## src/rtl/rv32i_dbg_unit.sv

```systemverilog
// APB3 debug unit for the RV32I core: halt/resume/step control, address triggers,
// sticky halt cause and one-wait-state GPR access through the debug port.
module rv32i_dbg_unit #(
    parameter int unsigned NUM_TRIG   = 4,
    parameter bit          RESET_HALT = 1'b0
) (
    input  logic        clk,
    input  logic        rst_n,
    input  logic [11:0] apb_paddr,
    input  logic        apb_psel,
    input  logic        apb_penable,
    input  logic        apb_pwrite,
    input  logic [31:0] apb_pwdata,
    output logic [31:0] apb_prdata,
    output logic        apb_pready,
    output logic        apb_pslverr,
    output logic        dbg_halt_req,
    output logic        dbg_resume_req,
    output logic        dbg_step_req,
    input  logic        dbg_halted,
    output logic        dbg_pc_wr_en,
    output logic [31:0] dbg_pc_wr_data,
    output logic        dbg_reg_wr_en,
    output logic [4:0]  dbg_reg_wr_addr,
    output logic [31:0] dbg_reg_wr_data,
    output logic [4:0]  dbg_reg_rd_addr,
    input  logic [31:0] dbg_reg_rd_data,
    input  logic        commit_valid,
    input  logic [31:0] commit_pc,
    input  logic [31:0] commit_insn,
    input  logic        mem_valid,
    input  logic        mem_we,
    input  logic [31:0] mem_addr
);

    localparam int unsigned AW = 12;
    localparam int unsigned DW = 32;
    localparam int unsigned CW = 4;
    localparam int unsigned MW = 8;

    localparam logic [AW-1:0] A_CTRL    = 12'h000;
    localparam logic [AW-1:0] A_STATUS  = 12'h004;
    localparam logic [AW-1:0] A_PC      = 12'h008;
    localparam logic [AW-1:0] A_INSN    = 12'h00C;
    localparam logic [AW-1:0] A_GPR_LO  = 12'h010;
    localparam logic [AW-1:0] A_GPR_HI  = 12'h08C;

    localparam logic [CW-1:0] CAUSE_NONE = 4'd0;
    localparam logic [CW-1:0] CAUSE_REQ  = 4'd1;
    localparam logic [CW-1:0] CAUSE_TRIG = 4'd2;
    localparam logic [CW-1:0] CAUSE_STEP = 4'd4;

    typedef enum logic [1:0] {
        S_IDLE = 2'd0,
        S_WAIT = 2'd1,
        S_DONE = 2'd2
    } rd_state_e;

    rd_state_e state, state_nxt;

    // Control / trigger state
    logic                halt_pending, halt_pending_d;
    logic                ctrl_halt, ctrl_halt_d;
    logic [CW-1:0]       cause, cause_d;
    logic [MW-1:0]       mask, mask_d;
    logic                step_active, step_active_d;
    logic                halted_q;
    logic [DW-1:0]       last_pc;
    logic [DW-1:0]       last_insn;
    logic [DW-1:0]       trig_addr [NUM_TRIG];
    logic [NUM_TRIG-1:0] trig_en;
    logic [1:0]          trig_mode [NUM_TRIG];

    // Decode
    logic          setup;
    logic          wr_fire;
    logic          rd_capture;
    logic          gpr_rd_go;
    logic          aligned;
    logic          is_gpr;
    logic          is_trig;
    logic [2:0]    trig_idx;
    logic          trig_ok;
    logic [4:0]    gpr_idx;
    logic          dec_err;
    logic [DW-1:0] rd_mux;

    logic          ctrl_wr;
    logic          step_cmd;
    logic          resume_cmd;
    logic          req_cmd;
    logic          clr_cmd;
    logic          halted_rise;
    logic [MW-1:0] hits;
    logic          hit_any;

    assign setup     = apb_psel & ~apb_penable;
    assign wr_fire   = apb_psel & apb_penable & apb_pwrite & apb_pready & ~apb_pslverr;
    assign aligned   = (apb_paddr[1:0] == 2'b00);
    assign is_gpr    = (apb_paddr >= A_GPR_LO) && (apb_paddr <= A_GPR_HI);
    assign is_trig   = (apb_paddr[11:6] == 6'b000100);
    assign trig_idx  = apb_paddr[5:3];
    assign trig_ok   = (32'(trig_idx) < NUM_TRIG);
    // x0 lives at 0x010, so the word index is offset by four
    assign gpr_idx   = 5'(apb_paddr[6:2] - 5'd4);
    assign gpr_rd_go = setup & ~apb_pwrite & aligned & is_gpr & dbg_halted;

    // Access legality, evaluated in the setup phase
    always_comb begin
        dec_err = 1'b1;
        if (aligned) begin
            if (apb_paddr == A_CTRL) begin
                dec_err = 1'b0;
            end else if (apb_paddr == A_STATUS || apb_paddr == A_INSN) begin
                dec_err = apb_pwrite;
            end else if (apb_paddr == A_PC) begin
                dec_err = apb_pwrite & ~dbg_halted;
            end else if (is_gpr) begin
                dec_err = ~dbg_halted;
            end else if (is_trig) begin
                dec_err = ~trig_ok;
            end
        end
    end

    // Read data for zero-wait registers
    always_comb begin
        rd_mux = '0;
        if (apb_paddr == A_CTRL) begin
            rd_mux = {31'd0, ctrl_halt};
        end else if (apb_paddr == A_STATUS) begin
            rd_mux = {16'd0, mask, cause, 2'b00, ~dbg_halted, dbg_halted};
        end else if (apb_paddr == A_PC) begin
            rd_mux = last_pc;
        end else if (apb_paddr == A_INSN) begin
            rd_mux = last_insn;
        end else if (is_trig) begin
            for (int i = 0; i < NUM_TRIG; i++) begin
                if (trig_idx == 3'(i)) begin
                    rd_mux = apb_paddr[2] ? {29'd0, trig_mode[i], trig_en[i]} : trig_addr[i];
                end
            end
        end
    end

    // Trigger comparators, silent while the core is halted
    always_comb begin
        hits = '0;
        for (int i = 0; i < NUM_TRIG; i++) begin
            if (trig_mode[i] == 2'b00) begin
                hits[i] = trig_en[i] & commit_valid & (commit_pc == trig_addr[i]);
            end else begin
                hits[i] = trig_en[i] & mem_valid & (mem_addr == trig_addr[i]) &
                          ((mem_we & trig_mode[i][1]) | (~mem_we & trig_mode[i][0]));
            end
            hits[i] = hits[i] & ~dbg_halted;
        end
    end

    assign hit_any     = |hits;
    assign ctrl_wr     = wr_fire && (apb_paddr == A_CTRL);
    assign step_cmd    = ctrl_wr & apb_pwdata[2] & dbg_halted;
    assign resume_cmd  = ctrl_wr & apb_pwdata[1] & ~apb_pwdata[2] & dbg_halted;
    assign req_cmd     = ctrl_wr & apb_pwdata[0] & ~resume_cmd;
    assign clr_cmd     = ctrl_wr & apb_pwdata[3];
    assign halted_rise = dbg_halted & ~halted_q;

    // Halt / cause / mask next state; a same-cycle hit overrides clear-cause
    always_comb begin
        halt_pending_d = halt_pending;
        ctrl_halt_d    = ctrl_halt;
        cause_d        = cause;
        mask_d         = mask;
        step_active_d  = step_active;
        if (ctrl_wr) begin
            ctrl_halt_d = apb_pwdata[0] & ~resume_cmd;
        end
        if (resume_cmd) begin
            halt_pending_d = 1'b0;
            ctrl_halt_d    = 1'b0;
            cause_d        = CAUSE_NONE;
            mask_d         = '0;
        end else begin
            if (clr_cmd) begin
                cause_d = CAUSE_NONE;
                mask_d  = '0;
            end
            if (req_cmd || hit_any) begin
                halt_pending_d = 1'b1;
            end
            mask_d = mask_d | hits;
            if (cause_d == CAUSE_NONE) begin
                if (hit_any) begin
                    cause_d = CAUSE_TRIG;
                end else if (req_cmd) begin
                    cause_d = CAUSE_REQ;
                end else if (halted_rise && step_active) begin
                    cause_d = CAUSE_STEP;
                end
            end
        end
        if (step_cmd) begin
            step_active_d = 1'b1;
        end else if (halted_rise) begin
            step_active_d = 1'b0;
        end
    end

    // GPR read FSM: state register
    always_ff @(posedge clk or negedge rst_n) begin
        if (!rst_n) begin
            state <= S_IDLE;
        end else begin
            state <= state_nxt;
        end
    end

    // GPR read FSM: next state
    always_comb begin
        state_nxt = state;
        case (state)
            S_IDLE:  if (gpr_rd_go) state_nxt = S_WAIT;
            S_WAIT:  state_nxt = apb_psel ? S_DONE : S_IDLE;
            S_DONE:  state_nxt = S_IDLE;
            default: state_nxt = S_IDLE;
        endcase
    end

    // GPR read FSM: outputs
    always_comb begin
        apb_pready = 1'b1;
        rd_capture = 1'b0;
        if (state == S_WAIT) begin
            apb_pready = 1'b0;
            rd_capture = apb_psel;
        end
    end

    // APB response and GPR read index
    always_ff @(posedge clk or negedge rst_n) begin
        if (!rst_n) begin
            apb_prdata      <= '0;
            apb_pslverr     <= 1'b0;
            dbg_reg_rd_addr <= '0;
        end else begin
            if (setup) begin
                apb_pslverr <= dec_err;
                apb_prdata  <= (dec_err || apb_pwrite || is_gpr) ? '0 : rd_mux;
                if (gpr_rd_go) begin
                    dbg_reg_rd_addr <= gpr_idx;
                end
            end else if (rd_capture) begin
                apb_prdata <= dbg_reg_rd_data;
            end
        end
    end

    // Control state, triggers, commit history and core strobes
    always_ff @(posedge clk or negedge rst_n) begin
        if (!rst_n) begin
            halt_pending    <= RESET_HALT;
            ctrl_halt       <= 1'b0;
            cause           <= RESET_HALT ? CAUSE_REQ : CAUSE_NONE;
            mask            <= '0;
            step_active     <= 1'b0;
            halted_q        <= 1'b0;
            last_pc         <= '0;
            last_insn       <= '0;
            trig_en         <= '0;
            for (int i = 0; i < NUM_TRIG; i++) begin
                trig_addr[i] <= '0;
                trig_mode[i] <= '0;
            end
            dbg_halt_req    <= RESET_HALT;
            dbg_resume_req  <= 1'b0;
            dbg_step_req    <= 1'b0;
            dbg_pc_wr_en    <= 1'b0;
            dbg_pc_wr_data  <= '0;
            dbg_reg_wr_en   <= 1'b0;
            dbg_reg_wr_addr <= '0;
            dbg_reg_wr_data <= '0;
        end else begin
            halt_pending   <= halt_pending_d;
            ctrl_halt      <= ctrl_halt_d;
            cause          <= cause_d;
            mask           <= mask_d;
            step_active    <= step_active_d;
            halted_q       <= dbg_halted;
            dbg_halt_req   <= halt_pending_d | ctrl_halt_d;
            dbg_resume_req <= resume_cmd;
            dbg_step_req   <= step_cmd;
            dbg_pc_wr_en   <= wr_fire && (apb_paddr == A_PC);
            dbg_reg_wr_en  <= wr_fire && is_gpr;
            if (commit_valid) begin
                last_pc   <= commit_pc;
                last_insn <= commit_insn;
            end
            if (wr_fire && (apb_paddr == A_PC)) begin
                dbg_pc_wr_data <= apb_pwdata;
            end
            if (wr_fire && is_gpr) begin
                dbg_reg_wr_addr <= gpr_idx;
                dbg_reg_wr_data <= apb_pwdata;
            end
            if (wr_fire && is_trig) begin
                for (int i = 0; i < NUM_TRIG; i++) begin
                    if (trig_idx == 3'(i)) begin
                        if (apb_paddr[2]) begin
                            trig_en[i]   <= apb_pwdata[0];
                            trig_mode[i] <= apb_pwdata[2:1];
                        end else begin
                            trig_addr[i] <= apb_pwdata;
                        end
                    end
                end
            end
        end
    end

endmodule

```

## config.mk

```make
export PLATFORM = sky130hd
export DESIGN_NAME = rv32i_dbg_unit
export DESIGN_NICKNAME = d
export VERILOG_FILES = /design/src/rtl/rv32i_dbg_unit.sv
export SDC_FILE = /design/constraint.sdc
export NUM_CORES = 1
export LEC_CHECK = 0
export BUFFER_PORTS_ARGS = -buffer_cell sky130_fd_sc_hd__clkbuf_2
export CAP_MARGIN = 20
export CORE_AREA = 3 3 218 220
export DETAILED_ROUTE_END_ITERATION = 12
export DIE_AREA = 0 0 221 223
export PLACE_DENSITY_LB_ADDON = 0.1
export SLEW_MARGIN = 10
export SYNTH_ARGS = -nofsm -noshare
export SYNTH_HDL_FRONTEND = slang
export SYNTH_SLANG_ARGS = --single-unit
export TNS_END_PERCENT = 20
```

## constraint.sdc

```tcl
create_clock -name clk -period 2.5 [get_ports clk]
set_input_delay 0.125 -clock clk [delete_from_list [all_inputs] [get_ports clk]]
set_output_delay 0.125 -clock clk [all_outputs]
set_load 0.005 [all_outputs]
```

==> summary.txt <==
Finish
  – Core Util, Final: 52.6%
  – Diode count: 0
  – Layout fillers: 4246
  – Area grow syn2layout: 30.8%
  – Reg area: 8260 µm²
  – Share of layout cells above drive strength 1: between 30% and 40%
  – Final nets: around 2.5k
  – Area of the multi-input gates: 9570 µm²

Route
  – Starting DRT DRC Count: 1583
  – Via density: ~5.7
  – Final wirelength: ~83 mm
  – Final ANT Viol Nets: 0
  – Drt wl/cell: ~28 µm
  – First-pass DRT Iterations: 5
  – Vias post-DR: between 15k and 20k
  – # DRC: 0

Placement
  – Post-detail-place hpwl: 66.4 mm
  – Placer Congestion: ~1.1
  – Pre-CTS setup slack: -0.139 ns
  – Port Buffer Count: a little under 300

Die
  – # rows: 78
  – Initial Util: 40.2%
  – Num ports: a little under 300
  – Die area: 49300 µm²
  – Die width: approximately 220 µm
  – Core Area: between 40000 and 50000 µm²
  – Die Y: 223 µm

Timing
  – Crit path time final: 2.49 ns
  – Worst-Margin Slew: between 0.8 and 0.9 ns
  – Max Freq: 402 MHz
  – Final slew viol count: 0
  – Final period util: 99.5%
  – Setup WS post-layout: 0.0136 ns
  – Setup violators final: 0
  – Skew final: 0.0143 ns
  – Max-slew headroom: between 40 and 50%
  – Fin. Hold Viols: 0

Synthesis
  – Register bit total from synthesis: between 300 and 400
  – Post-Syn Area per Cell: 10.1 µm²
  – Main synth FF type: dfrtp_1
  – Count leader, synth: dfrtp_1
  – Synth cell types: 66
  – Mapped cell area: 18300 µm²
  – Area contributors post-synth: dfrtp_1 (45%), mux2_2 (15%), xnor2_1 (6.3%)
  – Async set-or-reset flop fraction in the synthesized netlist: 100%
  – Cell taking the most area after synthesis: dfrtp_1
  – Sequential share of the synthesized area: between 40% and 50%
  – EDFF count, synth: 0
  – Post-Synthesis Cells: approximately 1.8k
  – Synth top area share: 45.1%
  – Yosys warns: 0
  – Syn nets: 1995
  – Top post-synthesis cells by count: dfrtp_1 (330), mux2_2 (248), nand2_1 (242)

Clock tree
  – Clock Latency Late Sink: 0.56 ns
  – CTS H-Tree Depth: 2
  – Max clock buf depth: 3
  – Clock root buffer: clkbuf_16
  – Post-CTS setup buffer count: 0
  – Clock transition at path regs: approximately 0.060 ns
  – Num CTS Buffers: 39
  – CTS tree: done
  – Sink Count: 330

Global routing
  – GRT Residual Overflow: 0
  – Total GRT Usage: 33.1%
  – Largest net degree at the start of global routing: 65
  – First-pass GRT wire length: 120 mm
  – Initial antenna violation count: 2
  – Vias in the first global route: 16.9k

Pwr
  – Cell Pwr Density: 556 nW/µm²
  – VDD IR max: just over 0.4 mV
  – Leak Pwr: 11.4 nW

Outcome
  – Status: complete, no violations

Hold path
  – Hold Crit Class: primary input to register

Setup path
  – Worst setup SP type: register
  – Cells along the critical path: xnor2_1 > nand4_1 > or4b_2 > o41ai_2 > nor4_2 > a21oi_1
  – Max FO, Critical Path: 4
  – Worst EP arrival: 2.96 ns
  – Slowest stage delay, CP: 0.69 ns
  – CP endpoint kind: register
  – CP Class: register to register
  – WP data required: 2.98 ns
  – CP max stage cell: or4b_2

Job
  – Maxcap violations: 0
-- placed cells by master (no fill, tap or decap), types with 59 or more instances in the layout --
master / synthesis / final
dfrtp_1: 330 / 330
clkbuf_2: 0 / 292
buf_4: 8 / 170
dlygate4sd3_1: 0 / 100
xnor2_1: 131 / 131
nand4_1: 59 / 59
nor2_1: 87 / 87
a21oi_1: 67 / 67
xor2_1: 122 / 122
mux2_2: 248 / 248
o21ai_0: 62 / 61
nand2_1: 242 / 241
-- worst max-delay path: cells and delay by family, from the launching register on --
kind	cells	cell delay, ns
DFF	1	0.43
and+or+nand+nor	3	1.06
AOI/OAI and AO/OA	2	0.56
xor gates and xnor gates	1	0.34
-- layout make-up --
class                   instances  share of cell area (%)
repair buffers                575                    16.7
clock inverters                16                   0.654
multi-input cells            1352                    40.0
clock buffers                  55                    4.80
flip-flops and latches        330                    34.5
well taps                     600                    3.14
inverters                      13                   0.204
-- routing by layer --
layer  routed length (µm)  vias up  global-route usage [%]
met5                   11        -                       0
met4                 2610        2                    9.87
met3                 5780      124                    5.58
met2                37000      724                    51.7
met1                37900     8411                    47.5
li1                     -     7373                       -
-- worst paths after layout --
kind	start	slack, ns	endpoint	cells past startpoint
setup / recovery	trig_addr[50]	0.01	halt_pending	6
hold / removal	apb_pwdata[1]	0.09	trig_addr[33]	2
setup reg to reg	trig_addr[50]	0.01	halt_pending	6
hold reg to reg	state[1]	0.45	state[0]	1
max in group asynchronous	rst_n	1.37	dbg_pc_wr_data[16]	3
min in group asynchronous	rst_n	0.13	apb_pslverr	2
-- cells by family (layout without fill, tap and decap cells) --
family,Yosys count,count (layout),share of synthesized area (%)
XOR/XNOR,253,253,12.1
adder cells (fa/ha/maj),2,2,0.137
AO/OA/AOI/OAI,215,215,6.71
multiplexers,261,261,16.2
AND/OR/NAND/NOR,621,621,16.7
buffers and inverters,130,659,2.99
flip-flops,330,330,45.1
-- repair_timing --
item	CTS	global route
gates resized for setup	7	7
endpoints found under the hold margin	301	0
hold buffers	100	0
setup endpoints to repair	4	18
-- sequential cells by signal, indices dropped and copies added (netlist names), 2 cells and up --
signal / flops
dbg_reg_wr_addr: 5
apb_prdata: 32
last_pc: 32
trig_addr: 128
trig_mode: 8
dbg_reg_rd_addr: 5
trig_en: 4
last_insn: 32
state: 2
dbg_reg_wr_data: 32
dbg_pc_wr_data: 32
mask: 4
cause: 4
-- where the power goes --
| group | leakage [nW] | internal (mW) | switching (mW) |
|---|---|---|---|
| clock | 0.637 | 3.43 | 2.39 |
| combinational | 6.39 | 0.732 | 1.08 |
| sequential | 4.39 | 5.55 | 0.117 |
-- through the flow --
step / TNS (ns) / area [µm²] / power (mW) / std cells / hold slack [ns]
CTS: 0 / 23900 / 13.4 / 2941 / 0.0520
floorplan: 0 / 18300 / 6.41 / 1812 / -0.171
detailed placement: -0.391 / 21500 / 7.41 / 2770 / 0.131
global placement: -0.416 / 21500 / 7.40 / 2770 / 0.135
global route: -0.00270 / 23900 / 13.8 / 2941 / 0.0706
finish: 0 / 23900 / 13.3 / 2941 / 0.0870
Power figures use the tool's default switching activity.
